### src/rtl/jtag_types_pkg.sv
// Shared JTAG types for the TAP and its data-register helpers.
// Holds the TMP controller state encoding and status width.
package jtag_types_pkg;

  typedef enum logic [1:0] {
    TMP_IDLE     = 2'd0,
    TMP_HOLD     = 2'd1,
    TMP_REL_PEND = 2'd2
  } tmp_state_t;

  localparam int TMP_STATUS_W = 2;

endpackage

### src/rtl/tmp_status_reg.sv
// Capture/shift data register for TMP_STATUS.
// Shifts right toward tdo; tdi enters at the MSB.
module tmp_status_reg #(
  parameter int W = 2
) (
  input  logic         TCK,
  input  logic         TRST,
  input  logic         capture,
  input  logic         shift,
  input  logic         tdi,
  input  logic [W-1:0] par_in,
  output logic         tdo
);

  logic [W-1:0] q;

  // Capture wins over shift; otherwise the value holds.
  always_ff @(posedge TCK) begin
    if (TRST) begin
      q <= '0;
    end else if (capture) begin
      q <= par_in;
    end else if (shift) begin
      q <= {tdi, q[W-1:1]};
    end
  end

  assign tdo = q[0];

endmodule

### src/rtl/tmp_controller.sv
// Test Mode Persistence controller for the JTAG TAP.
// Keeps bsr_mode asserted across TLR once CLAMP_HOLD loads.
module tmp_controller
  import jtag_types_pkg::*;
#(
  parameter int STATUS_W = TMP_STATUS_W
) (
  input  logic TCK,
  input  logic TRST,
  input  logic tlr,
  input  logic update_ir,
  input  logic capture_dr,
  input  logic shift_dr,
  input  logic tdi,
  input  logic clamp_hold_decode,
  input  logic clamp_release_decode,
  input  logic bypass_decode,
  input  logic tmp_select,
  input  logic ir_test_mode,
  output logic bsr_mode,
  output logic persist_active,
  output logic tmp_tdo
);

  tmp_state_t state_q;
  tmp_state_t state_d;
  logic       test_mode_q;
  logic       test_mode_d;
  logic [STATUS_W-1:0] status_in;

  // BYPASS needs no dedicated path: any
  // non-clamp instruction ends a pending release.
  logic unused_bypass;
  assign unused_bypass = bypass_decode;

  // Next state and test-mode; tlr masks update_ir.
  always_comb begin
    state_d     = state_q;
    test_mode_d = test_mode_q;
    if (tlr) begin
      if (state_q != TMP_HOLD) begin
        test_mode_d = 1'b0;
      end
      if (state_q == TMP_REL_PEND) begin
        state_d = TMP_IDLE;
      end
    end else if (update_ir) begin
      test_mode_d = ir_test_mode;
      case (state_q)
        TMP_IDLE: begin
          if (clamp_hold_decode) begin
            state_d = TMP_HOLD;
          end
        end
        TMP_HOLD: begin
          if (clamp_release_decode &&
              !clamp_hold_decode) begin
            state_d = TMP_REL_PEND;
          end
        end
        TMP_REL_PEND: begin
          if (clamp_hold_decode) begin
            state_d = TMP_HOLD;
          end else if (!clamp_release_decode) begin
            state_d = TMP_IDLE;
          end
        end
        default: state_d = TMP_IDLE;
      endcase
    end
  end

  // State and registered outputs, one cycle after the strobe.
  always_ff @(posedge TCK) begin
    if (TRST) begin
      state_q        <= TMP_IDLE;
      test_mode_q    <= 1'b0;
      bsr_mode       <= 1'b0;
      persist_active <= 1'b0;
    end else begin
      state_q        <= state_d;
      test_mode_q    <= test_mode_d;
      bsr_mode       <= (state_d != TMP_IDLE) | test_mode_d;
      persist_active <= (state_d != TMP_IDLE);
    end
  end

  // Status snapshot uses the pre-edge state.
  always_comb begin
    status_in    = '0;
    status_in[0] = (state_q != TMP_IDLE);
    status_in[1] = (state_q == TMP_REL_PEND);
  end

  tmp_status_reg #(
    .W(STATUS_W)
  ) u_status (
    .TCK    (TCK),
    .TRST   (TRST),
    .capture(capture_dr & tmp_select),
    .shift  (shift_dr & tmp_select),
    .tdi    (tdi),
    .par_in (status_in),
    .tdo    (tmp_tdo)
  );

endmodule

### config.mk
export PLATFORM = sky130hd
export DESIGN_NAME = tmp_controller
export DESIGN_NICKNAME = d
export VERILOG_FILES = /design/src/rtl/jtag_types_pkg.sv /design/src/rtl/tmp_status_reg.sv /design/src/rtl/tmp_controller.sv
export SDC_FILE = /design/constraint.sdc
export NUM_CORES = 1
export LEC_CHECK = 0
export BUFFER_PORTS_ARGS = -buffer_cell sky130_fd_sc_hd__buf_2
export CAP_MARGIN = 0
export CORE_AREA = 2 2 39 41
export DETAILED_ROUTE_END_ITERATION = 12
export DIE_AREA = 0 0 41 43
export HOLD_SLACK_MARGIN = 0.08
export SYNTH_ARGS = -nofsm -noshare
export SYNTH_HDL_FRONTEND = slang
export SYNTH_SLANG_ARGS = --single-unit
### constraint.sdc
create_clock -name TCK -period 1.6 [get_ports TCK]
set_input_delay 0 -clock TCK [delete_from_list [all_inputs] [get_ports TCK]]
set_output_delay 0 -clock TCK [all_outputs]
set_load 0.01 [all_outputs]
Word level (Yosys, flattened, before mapping)
Index checks and enable logic that the tools add are counted.

word-level totals
  bits of input ports = 12
  word-level logic and storage cells = 30
  output and inout port bits = 3
  flip-flop bits (word level) = 7

cells by class
  bitwise gates (word level) = 3
  reduce and logical (&&, ||, !) cells = 6
  muxes and demuxes = 13
  eq/ne operators = 3

operators by type and width
  kind                                                 count
  two-way mux 2 bit                                    9
  case mux 2 bit (3 select lines)                      1
  nonzero test 2 bit                                   3
  two-way mux 1 bit                                    3
  bitwise AND 1 bit                                    2
  equality test 2 x 1 -> 1 bit, second input constant  1
  equality test 2 bit, second input constant           1
  logical NOT 2 bit                                    1
  != test 2 x 1 -> 1 bit, second input constant        1
  logical AND 1 bit                                    1
  logical NOT 1 bit                                    1
  bitwise OR 1 bit                                     1

Longest topological paths before layout
Gate-level depths: netlist (run 1).

  word-level depth = 8
  gate-level depth with buffers = 4
  gate-level depth less buffers = 4

Cells and area by module
A second synthesis (run 1) with hierarchy kept.

unflattened totals
  cell total of the unflattened synthesis = 37
  area total of the unflattened synthesis = 344.1 µm²

modules (own cells, without submodules)
  module          cells each  times used  sequential area each (µm²)  area an instance (µm²)
  tmp_controller  28          1           100.1                       252.7
  tmp_status_reg  9           1           40.0                        91.3

Worst setup path before layout (run 1)
Ideal clock, no wire load.

  path type = register to register
  start point = register state_q[0]
  end point = register bsr_mode
  setup slack = 512 ps
  period minus slack after synthesis = 1088 ps
  data arrival time = 1014 ps
  stages on the path, launching flop included = 5
  setup time = 73 ps
  path buffers = 0
  data required time = 1527 ps
  path through = dfxtp_1 > or3b_1 > a21oi_2 > o21bai_2 > o211ai_2

on the way
  longest elaborated chain between the ends = 7
  elaborated cells on any way between the ends = 16
  classes of those cells = 3 x eq/ne; 10 x mux; 1 x bitwise; 2 x reduce/logical

ends and longest elaborated chain
  element                          line                  text
  start: declaration               tmp_controller.sv:25  tmp_state_t state_q;
  start signal: assignment         tmp_controller.sv:81  state_q <= state_d;
  two-way mux 2 bit                tmp_controller.sv:64  end else if (!clamp_release_decode) begin
  two-way mux 2 bit                tmp_controller.sv:62  if (clamp_hold_decode) begin
  case mux 2 bit (3 select lines)  tmp_controller.sv:49  case (state_q)
  two-way mux 2 bit                tmp_controller.sv:47  end else if (update_ir) begin
  two-way mux 2 bit                tmp_controller.sv:40  if (tlr) begin
  nonzero test 2 bit               tmp_controller.sv:83  bsr_mode <= (state_d != TMP_IDLE) | test_mode_d;
  bitwise OR 1 bit (*)             tmp_controller.sv:83
  end signal: assignment           tmp_controller.sv:83
  end: declaration                 tmp_controller.sv:20  output logic bsr_mode,

Every way passes the cells marked *; elsewhere a longest branch is shown, timed or not.
A chain may end at the register's enable or synchronous reset.

Worst setup path in the final report (run 1)
  start point = input port tmp_select
  end point = register u_status.q[1]

on the way
  longest elaborated chain between the ends = 2
  elaborated cells on any way between the ends = 4
  classes of those cells = 1 x mux; 2 x bitwise; 1 x reduce/logical

ends and longest elaborated chain
  element                                                  line                                          text
  start: declaration                                       tmp_controller.sv:18                          input logic tmp_select,
  bitwise AND 1 bit (on tied branches)                     tmp_controller.sv:100, tmp_controller.sv:101
  two-way mux 2 bit or nonzero test 2 bit (tied branches)  -
  end signal: assignment                                   tmp_status_reg.sv:22                          q <= par_in;
  end signal: assignment                                   tmp_status_reg.sv:24                          q <= {tdi, q[W-1:1]};
  end: declaration                                         tmp_status_reg.sv:15                          logic [W-1:0] q;

Parallel ways exist; a longest one is shown, timed or not.

==> metrics.md, run 1 <==
| Metric | Value |
|---|---|
| Final Hold Violating Endpoints | 0 |
| Via count of the routed design | around 350 |
| Post-route fraction of the period consumed by the critical path | between 90% and 100% |
| Power per unit of standard cell area | about 830 nW/um^2 |
| FF/Latch Area | around 140 um^2 |
| DRC marker count from the first detailed-route iteration | 4 |
| Type of origin of the critical path | input pin |
| Standard-cell row count | 14 |
| Number of instances in the synthesized netlist | 40 |
| Critical Setup Path Class | input pin to flip-flop |
| Buf+Inv Stages, Crit Path | 3 |
| Clock network fraction of design power | a little under two fifths |
| Count of final setup violators | 0 |
| Actual slew at the worst max-slew pin | 0.411 ns |
| ANT nets after route | 0 |
| Gpl congestion | approximately 0.7 |
| Maximum frequency from static timing analysis | between 600 and 700 MHz |
| Area of the mapped netlist | approximately 340 um^2 |
| Flip-flop and latch count after synthesis | 7 |
| Master cell of the clock root buffer | sky130_fd_sc_hd__clkbuf_4 |
| Syn avg cell area | around 8.6 um^2 |
| Highest-count cells in the layout ignoring fill and taps | 13 x sky130_fd_sc_hd__buf_2, 6 x sky130_fd_sc_hd__inv_1, 5 x sky130_fd_sc_hd__dfxtp_1 |
| Post-placement cell area | between 400 and 500 um^2 |
| Ordered list of cells on the worst path | dlygate4sd3_1 -> buf_2 -> o21ai_0 -> a221oi_2 -> dlygate4sd3_1 |
| Global-route wire length before repair | about 1100 um |
| Share of power burned in registers | 46.4% |
| Fill cell instance count of the final layout | 150 |
| Critical Path AT | 1.66 ns |
| Synthesis-to-layout area growth | 43.6% |
| Critical path depth | 5 |
| Cell seen most often among critical-path stages | sky130_fd_sc_hd__dlygate4sd3_1 |
| Setup repair after global routing missed its margin | false |
| Detailed-router iteration count before antenna repair | 2 |
| HPWL after DPL | around 550 um |
| Footprint of the multi-input gates | ~190 um^2 |
| Final critical-path required period | around 1.5 ns |
| Min-delay worst type | input pin to flip-flop |
| Overall Global Routing Usage | about a tenth |
| Buffers added on ports | 13 |
| Cts bufs inserted | 3 |
| Number of buffers on the longest clock path | 2 |
| Relative slew margins | between 70 and 80% |
| Reported leakage power | roughly 0.23 nW |
| Cell-internal power | slightly above 0.0003 W |
| Routed WL per cell | approximately 10 um |
| Total length of routed wires | just under 800 um |
| Antenna violations before repair | 0 |
| Clk_skew | between 0.002 and 0.003 ns |
| Required time reported for the critical path endpoint | around 1.8 ns |
| Max-slew violation count | 0 |
| Setup fix buffers added after clock tree synthesis | 0 |
| Run status | finished, final reports clean |
| DRC violation count after routing | 0 |
| Cells taking the most area after synthesis | sky130_fd_sc_hd__dfxtp_1 41%, sky130_fd_sc_hd__inv_1 6.5%, sky130_fd_sc_hd__a21oi_1 5.8% |
| Warnings, synthesis | 0 |
| Number of diodes | 0 |
| Clock-pin transition on the worst setup and hold timing paths | roughly 0.050 ns |
| Part of the Yosys area used for sequential elements | 40.7% |
| Top cell type by total area after synthesis | sky130_fd_sc_hd__dfxtp_1 |
| Clock Latency Late Sink | approximately 0.25 ns |
| Max capacitance violation total | 0 |
| Total net switching power | roughly 0.000098 W |
| Starting Density | roughly a quarter |
| Worst Path Max Fanout | 4 |
| Die Footprint | roughly 1800 um^2 |
| Cell family with the largest share of critical-path delay | buffers and inverters |
| Syn Nets | 52 |
| Setup TNS | 0 ns |
| Die Height | ~43 um |
| Critical-path top delay cell | sky130_fd_sc_hd__dlygate4sd3_1 |
| Number of cells on the worst reg-to-reg path | 4 |
| Slowest Stage Delay on Critical Path | 0.58 ns |
| Setup crit end kind | flip-flop |
| Synth unique cells | 19 |
| Peak supply drop | 0.420 mV |
| Sw Share | 23.9% |
| Post-synth top area share | between 40% and 50% |
| Leading cell type in the layout, fill and taps excluded | sky130_fd_sc_hd__buf_2 |
| Vias in the first global route | approximately 280 |
| Share of power burned in combinational logic | roughly 16% |
| Boundary Pins | 15 |
| TritonCTS clock tree | done |
| Cells on Worst Hold Path | 4 |
| Clock tree sinks | 7 |
| Design area | a little under 500 um^2 |
| Die outline width | 41 um |
| Routed via count divided by cell count | roughly 4.6 |
| H-tree level count | 1 |
| Placeable Area | ~1400 um^2 |
| Share of final-layout standard cells stronger than drive strength 1 | 40.0% |
| Sum of overflow across all layers after global routing | 0 |
| Pin count of the biggest net entering global routing | 8 |
| Number of nets in the final layout | between 70 and 80 |
[path summary, 6_finish.rpt]
| kind | endpoint | start | slack, ns |
|---|---|---|---|
| hold reg to reg | u_status.q[0]$_SDFFE_PP0P_ | u_status.q[0]$_SDFFE_PP0P_ | 0.51 |
| hold / removal | u_status.q[0]$_SDFFE_PP0P_ | capture_dr | 0.16 |
| setup reg to reg | u_status.q[1]$_SDFFE_PP0P_ | state_q[0]$_SDFF_PP0_ | 0.15 |
| setup / recovery | u_status.q[1]$_SDFFE_PP0P_ | tmp_select | 0.13 |
[per-stage QoR]
stage | instances | utilization [%] | power [W] | setup WS, ns | hold WS [ns]
2_1_floorplan | 40 | - | 0.000219 | 0.512 | 0.0724
3_3_place_gp | 69 | 31.0 | 0.000246 | 0.430 | 0.245
3_5_place_dp | 69 | 31.0 | 0.000248 | 0.433 | 0.256
4_1_cts | 76 | 35.1 | 0.000412 | 0.0905 | 0.159
5_1_grt | 76 | 35.7 | 0.000433 | 0.0620 | 0.168
6_report | 76 | 35.7 | 0.000409 | 0.129 | 0.164
[worst reg2reg max path: stages, from the launching register on]
cell and delay (ns):
sky130_fd_sc_hd__dfxtp_2 0.35, sky130_fd_sc_hd__inv_1 0.09, sky130_fd_sc_hd__a31oi_1 0.10, sky130_fd_sc_hd__a221oi_2 0.28, sky130_fd_sc_hd__dlygate4sd3_1 0.58
[cells by family (layout without fill, tap and decap cells)]
group	Yosys count	count (layout)	synth area share, %
AOI/OAI and AO/OA	15	15	34.2
buffers and inverters	6	26	6.54
DFF	7	7	40.7
and+or+nand+nor	12	12	18.5
[synthesized netlist by cell type]
| cell type | count |
|---|---|
| sky130_fd_sc_hd__nand2b_2 | 1 |
| sky130_fd_sc_hd__o221ai_1 | 1 |
| sky130_fd_sc_hd__dfxtp_1 | 7 |
| sky130_fd_sc_hd__or3b_1 | 1 |
| sky130_fd_sc_hd__a21oi_1 | 4 |
| sky130_fd_sc_hd__a311oi_1 | 1 |
| sky130_fd_sc_hd__or3_1 | 1 |
| sky130_fd_sc_hd__o21ai_0 | 2 |
| sky130_fd_sc_hd__a21oi_2 | 1 |
| sky130_fd_sc_hd__o211ai_2 | 1 |
| sky130_fd_sc_hd__nand2_1 | 3 |
| sky130_fd_sc_hd__nor2_1 | 3 |
| sky130_fd_sc_hd__nand2b_1 | 2 |
| sky130_fd_sc_hd__inv_1 | 6 |
| sky130_fd_sc_hd__a221oi_1 | 1 |
| sky130_fd_sc_hd__a31oi_1 | 2 |
| sky130_fd_sc_hd__o41ai_2 | 1 |
| sky130_fd_sc_hd__nand3_1 | 1 |
| sky130_fd_sc_hd__o21bai_2 | 1 |
[layer usage]
| metal | up-vias | wire length, um | global-route usage, % |
|---|---|---|---|
| met1 | 155 | 306 | 8.77 |
| met2 | 10 | 403 | 15.3 |
| li1 | 182 | - | - |
| met5 | - | 0 | 0 |
| met4 | 0 | 23 | 10.0 |
| met3 | 5 | 50 | 6.28 |
[power by group through the flow]
stage | clock network [W] | registers (W) | logic (W)
after global placement | 0 | 0.000193 | 0.0000536
after detailed placement | 0 | 0.000193 | 0.0000547
after global routing | 0.000173 | 0.000190 | 0.0000699
after CTS | 0.000161 | 0.000189 | 0.0000609
final | 0.000156 | 0.000190 | 0.0000635
after floorplan | 0 | 0.000194 | 0.0000250
[registers in the layout, summed over array words and instances, names as in the netlist]
signal	count
bsr_mode	1
persist_active	1
test_mode_q	1
state_q	2
u_status.q	2
[repair_timing]
action | CTS | global route
endpoints found under the setup margin | 0 | 1
gates resized for setup | 0 | 3
endpoints found under the hold margin | 4 | 0
hold buffers | 3 | 0
[final cells by class]
type	count	share of cell area (%)
repair buffers	16	19.2
inverters	6	4.56
clock buffers	4	5.32
flip-flops and latches	7	28.9
well taps	16	4.05
multi-input cells	27	38.0
Power figures use the tool's default switching activity.
==> inputs of run 2 (changes only) <==
- RECOVER_POWER: unset -> 50
==> metrics.md, run 2 (same netlist as run 1, synthesis figures left out) <==
| Metric | Value |
|---|---|
| Critical-path top delay cell | sky130_fd_sc_hd__dlygate4sd3_1 |
| Ordered list of cells on the worst path | dlygate4sd3_1 -> buf_2 -> o21ai_0 -> a221oi_2 -> dlygate4sd3_1 |
| Cell seen most often among critical-path stages | sky130_fd_sc_hd__dlygate4sd3_1 |
| Cell-internal power | between 0.0003 and 0.0004 W |
| Die outline width | about 41 um |
| R2R Setup Slk | 0.15 ns |
| Number of cells on the worst reg-to-reg path | 4 |
| Clock network fraction of design power | between 30% and 40% |
| DRC marker count from the first detailed-route iteration | 5 |
| Actual slew at the worst max-slew pin | around 0.41 ns |
| Die Height | roughly 43 um |
| ANT nets after route | 0 |
| Clock tree sinks | 7 |
| Sw Share | between 20% and 30% |
| Critical register-to-register path endpoint | u_status.q[1]$_SDFFE_PP0P_ |
| Total length of routed wires | roughly 800 um |
| Antenna violations before repair | 0 |
| Pin count of the biggest net entering global routing | 8 |
| Count of placed standard cells in the final layout, fillers left out | 76 |
| Placeable Area | roughly 1400 um^2 |
| Number of placed instances with taps included | ~70 |
| Setup TNS | 0 ns |
| Clock Latency Late Sink | between 0.2 and 0.3 ns |
| Number of buffers on the longest clock path | 2 |
| Highest-count cells in the layout ignoring fill and taps | 9 x sky130_fd_sc_hd__buf_2, 6 x sky130_fd_sc_hd__inv_1, 5 x sky130_fd_sc_hd__dfxtp_1, 5 x sky130_fd_sc_hd__clkbuf_1, 4 x sky130_fd_sc_hd__a21oi_1 |
| Power per unit of standard cell area | about 830 nW/um^2 |
| Global-route wire length before repair | roughly 1100 um |
| Setup fix buffers added after clock tree synthesis | 0 |
| Reported leakage power | 0.217 nW |
| Routed WL per cell | ~10 um |
| Type of origin of the critical path | input pin |
| Critical path depth | 5 |
| Die Footprint | 1760 um^2 |
| TritonCTS clock tree | done |
| Setup WS pre-CTS | 0.433 ns |
| Clk_skew | 0.00265 ns |
| Overall Global Routing Usage | 10.4% |
| Max capacitance violation total | 0 |
| Share of final-layout standard cells stronger than drive strength 1 | between 30% and 40% |
| Min-delay worst type | input pin to flip-flop |
| Detailed-router iteration count before antenna repair | 2 |
| Worst hold path endpoint | u_status.q[0]$_SDFFE_PP0P_ |
| Core occupancy in the finished layout | 35.4% |
| Sum of overflow across all layers after global routing | 0 |
| Worst Path Max Fanout | 4 |
| H-tree level count | 1 |
| DRC violation count after routing | 0 |
| Critical Path AT | ~1.7 ns |
| Final Hold Violating Endpoints | 0 |
| Final critical-path required period | 1.47 ns |
| Origin of the worst min-delay path | capture_dr |
| Boundary Pins | 15 |
| Clock-pin transition on the worst setup and hold timing paths | about 0.050 ns |
| Count of final setup violators | 0 |
| Post-route fraction of the period consumed by the critical path | between 90% and 100% |
| Number of diodes | 0 |
| Share of power burned in combinational logic | ~15% |
| Leading cell type in the layout, fill and taps excluded | sky130_fd_sc_hd__buf_2 |
| Worst reg2reg path startpoint | state_q[0]$_SDFF_PP0_ |
| Cell family with the largest share of critical-path delay | buffers and inverters |
| Routed via count divided by cell count | 4.63 |
| Starting Density | between 20% and 30% |
| Standard-cell row count | 14 |
| Run status | finished, final reports clean |
| Critical Setup Path Class | input pin to flip-flop |
| Required time reported for the critical path endpoint | ~1.8 ns |
| Slowest Stage Delay on Critical Path | a little under 0.6 ns |
| Peak supply drop | 0.419 mV |
| Biggest registers after layout | state_q x2, u_status.q x2 |
| Buf+Inv Stages, Crit Path | 3 |
| Buffers added on ports | 13 |
| Setup crit end kind | flip-flop |
| Total net switching power | roughly 0.0001 W |
| Synthesis-to-layout area growth | 42.2% |
| Relative slew margins | ~72% |
| Setup repair after global routing missed its margin | false |
| Post-route worst hold slack | around 0.16 ns |
| Gpl congestion | between 0.7 and 0.8 |
| Via count of the routed design | ~350 |
| Final critical-path setup slack | about 0.13 ns |
| HPWL after DPL | between 500 and 600 um |
| Cts bufs inserted | 3 |
| Share of power burned in registers | 46.6% |
| Number of nets in the final layout | 73 |
| Maximum frequency from static timing analysis | 679 MHz |
| Master cell of the clock root buffer | sky130_fd_sc_hd__clkbuf_4 |
| Cells on Worst Hold Path | 4 |
| Max-slew violation count | 0 |
| Vias in the first global route | between 200 and 300 |
==> run 2: worst max-delay path by stage <==
stage,slack [ns],end,start
final,0.13,u_status.q[1]$_SDFFE_PP0P_,tmp_select
after global routing,0.06,u_status.q[1]$_SDFFE_PP0P_,tmp_select
after CTS,0.09,u_status.q[1]$_SDFFE_PP0P_,state_q[0]$_SDFF_PP0_
after detailed placement,0.43,bsr_mode$_SDFF_PP0_,state_q[0]$_SDFF_PP0_
after global placement,0.43,bsr_mode$_SDFF_PP0_,state_q[0]$_SDFF_PP0_
after floorplan,0.51,bsr_mode$_SDFF_PP0_,state_q[0]$_SDFF_PP0_
==> run 2: timing repair <==
item                                   4_1_cts  5_1_grt
endpoints found under the hold margin        4        0
gates resized for setup                      0        3
setup endpoints to repair                    0        1
hold buffers                                 3        0
==> run 2: power groups by stage <==
stage | logic, W | clock network (W) | registers [W]
after CTS | 0.0000609 | 0.000161 | 0.000189
after detailed placement | 0.0000547 | 0 | 0.000193
final | 0.0000619 | 0.000156 | 0.000190
after global routing | 0.0000683 | 0.000173 | 0.000190
after global placement | 0.0000536 | 0 | 0.000193
after floorplan | 0.0000250 | 0 | 0.000194
==> run 2: tightest hold or removal path, stage by stage <==
cell and delay, ns:
sky130_fd_sc_hd__buf_2 0.12, sky130_fd_sc_hd__a311oi_1 0.09, sky130_fd_sc_hd__a21oi_1 0.11, sky130_fd_sc_hd__nor2_1 0.05
==> run 2: routing by layer <==
layer  vias to the layer above  track usage (%)  share of wire, %
li1                        182                -                 -
met1                       155             8.77                38
met2                        10             15.3                51
met3                         5             6.28               7.0
met4                         0             10.0               2.9
met5                         -                0                 0
==> run 2: stage by stage <==
step | total power [W] | area (um^2)
final | 0.000408 | 489
after global routing | 0.000432 | 489
after CTS | 0.000412 | 485
after detailed placement | 0.000248 | 429
after global placement | 0.000246 | 429
after floorplan | 0.000219 | 344
==> run 2: final cells by class <==
type	count	area, um^2
clock buffers	4	26.3
fillers	150	895
inverters	6	22.5
multi-input cells	27	188
flip-flops and latches	7	143
well taps	16	20.0
repair buffers	16	90.1
==> inputs of run 3 (changes only) <==
- clock period: 1.6 -> 1.3 ns (I/O delays scaled with it)
==> metrics.md, run 3 (same netlist as run 1, synthesis figures left out) <==
| Metric | Value |
|---|---|
| Run status | finished, final reports clean |
| Post-layout total power | around 0.0005 W |
| Highest-count cells in the layout ignoring fill and taps | 10 x sky130_fd_sc_hd__buf_2, 7 x sky130_fd_sc_hd__dfxtp_1, 6 x sky130_fd_sc_hd__inv_1 |
| Peak supply drop | 0.399 mV |
| Total net switching power | approximately 0.00011 W |
| Master cell of the clock root buffer | sky130_fd_sc_hd__clkbuf_4 |
| GR Layer Usage met1 | approximately a tenth |
| Critical register-to-register path endpoint | bsr_mode$_SDFF_PP0_ |
| Post-route fraction of the period consumed by the critical path | 89.2% |
| Share of power burned in registers | approximately 48% |
| Cts bufs inserted | 3 |
| Boundary Pins | 15 |
| Max capacitance violation total | 0 |
| Setup crit end kind | flip-flop |
| Maximum frequency from static timing analysis | roughly 860 MHz |
| HPWL after DPL | 540 um |
| Met2 global-route usage | 13.8% |
| Standard-cell row count | 14 |
| Biggest registers after layout | state_q x2, u_status.q x2 |
| Share of power burned in combinational logic | 14.2% |
| DRC marker count from the first detailed-route iteration | 0 |
| Clock-pin transition on the worst setup and hold timing paths | approximately 0.050 ns |
| Min-delay worst type | input pin to flip-flop |
| Reported leakage power | about 0.21 nW |
| Number of cells on the worst reg-to-reg path | 4 |
| Final critical-path required period | ~1.2 ns |
| H-tree level count | 1 |
| Setup repair after global routing missed its margin | false |
| Fill cell instance count of the final layout | around 160 |
| Placeable Area | about 1400 um^2 |
| Clk_skew | approximately 0.0021 ns |
| Detailed-router iteration count before antenna repair | 1 |
| Leading cell type in the layout, fill and taps excluded | sky130_fd_sc_hd__buf_2 |
| Actual slew at the worst max-slew pin | 0.307 ns |
| TritonCTS clock tree | done |
| Total length of routed wires | ~650 um |
| Synthesis-to-layout area growth | 37.1% |
| Max-slew violation count | 0 |
| Power per unit of standard cell area | between 1000 and 1500 nW/um^2 |
| Share of final-layout standard cells stronger than drive strength 1 | 30.5% |
| Routed WL per cell | roughly 8.7 um |
| Pin count of the biggest net entering global routing | 8 |
| Gpl congestion | 0.709 |
| Die Footprint | about 1800 um^2 |
| Vias in the first global route | 282 |
| Cell-internal power | between 0.0003 and 0.0004 W |
| Critical Path AT | between 1 and 1.5 ns |
| Global-route wire length before repair | 1080 um |
| Required time reported for the critical path endpoint | about 1.5 ns |
| Relative slew margins | 79.3% |
| Worst reg2reg path startpoint | state_q[0]$_SDFF_PP0_ |
| FF/Latch Area | between 100 and 150 um^2 |
| Die outline width | approximately 41 um |
| Post-cts resize count | 0 |
| DRC violation count after routing | 0 |
| Clock network fraction of design power | roughly 38% |
| Overall Global Routing Usage | a little under a tenth |
| ANT nets after route | 0 |
| Clock Latency Late Sink | 0.24 ns |
| Critical path startpoint | state_q[0]$_SDFF_PP0_ |
| Crit path capture | bsr_mode$_SDFF_PP0_ |
| Sw Share | around 22% |
| Clock tree sinks | 7 |
| Post-route worst hold slack | around 0.15 ns |
| Sum of overflow across all layers after global routing | 0 |
| Setup TNS | 0 ns |
| Critical Setup Path Class | flip-flop to flip-flop |
| Met3 Resource Use GR | under 10% |
| Die Height | between 40 and 50 um |
| Count of final setup violators | 0 |
| Number of buffers on the longest clock path | 2 |
| Antenna violations before repair | 0 |
| Buffers added on ports | 13 |
| Routed via count divided by cell count | 4.48 |
| Number of diodes | 0 |
| Number of nets in the final layout | just over 70 |
| Worst Path Max Fanout | 7 |
| Via count of the routed design | between 300 and 400 |
| Starting Density | 24.9% |
| R2R Setup Slk | between 0.1 and 0.15 ns |
| Highest-utilization routing layer at the global route stage | met2 |
| Footprint of the multi-input gates | about 180 um^2 |
| Type of origin of the critical path | flip-flop |
| Final Hold Violating Endpoints | 0 |
## run 3: final cells by class
cell class	instances	area share, %
Clock buffer	4	5.57
Timing Repair Buffer	15	17.2
Tap cell	16	4.24
Multi-Input combinational cell	27	38.5
Inverter	6	4.77
Sequential cell	7	29.7
## run 3: per-stage QoR
stage	util [%]	instances	setup slack (ns)	instance area (um^2)
after floorplan	-	40	0.212	344
after global placement	31.0	69	0.135	429
after detailed placement	31.0	69	0.139	429
after CTS	34.4	75	0.127	475
after global routing	34.1	75	0.0471	472
final	34.1	75	0.140	472
## run 3: how the worst min path moves through the flow
stage | from | endpoint | slack, ns | cells past startpoint
6_report | ir_test_mode | test_mode_q$_SDFF_PP0_ | 0.15 | 3
5_1_grt | ir_test_mode | test_mode_q$_SDFF_PP0_ | 0.16 | 3
4_1_cts | ir_test_mode | test_mode_q$_SDFF_PP0_ | 0.15 | 3
3_5_place_dp | tmp_select | u_status.q[1]$_SDFFE_PP0P_ | 0.26 | 2
3_3_place_gp | tmp_select | u_status.q[1]$_SDFFE_PP0P_ | 0.24 | 2
2_1_floorplan | TRST | test_mode_q$_SDFF_PP0_ | 0.07 | 1
## run 3: power groups by stage
stage | combinational [W] | sequential [W] | clock (W)
CTS | 0.0000715 | 0.000233 | 0.000195
detailed placement | 0.0000670 | 0.000238 | 0
floorplan | 0.0000307 | 0.000239 | 0
global route | 0.0000778 | 0.000234 | 0.000207
global placement | 0.0000660 | 0.000237 | 0
finish | 0.0000690 | 0.000234 | 0.000184
## run 3: repair_timing
| action | 4_1_cts | 5_1_grt |
|---|---|---|
| hold endpoints to repair | 4 | 0 |
| hold buffers | 2 | 0 |
| buffers inserted | 0 | 0 |
## run 3: critical path, stage by stage (launching register included)
cell                       delay [ns]
sky130_fd_sc_hd__dfxtp_1         0.36
sky130_fd_sc_hd__or3b_1          0.41
sky130_fd_sc_hd__a21oi_2         0.16
sky130_fd_sc_hd__o21bai_2        0.10
sky130_fd_sc_hd__o211ai_2        0.06
## run 3: metal layers
layer,vias to the layer above,part of all wire (%),wire length (um)
li1,185,-,-
met2,7,47,308
met5,-,0,0
met3,0,7.2,47
met1,144,45,297
met4,0,0,0
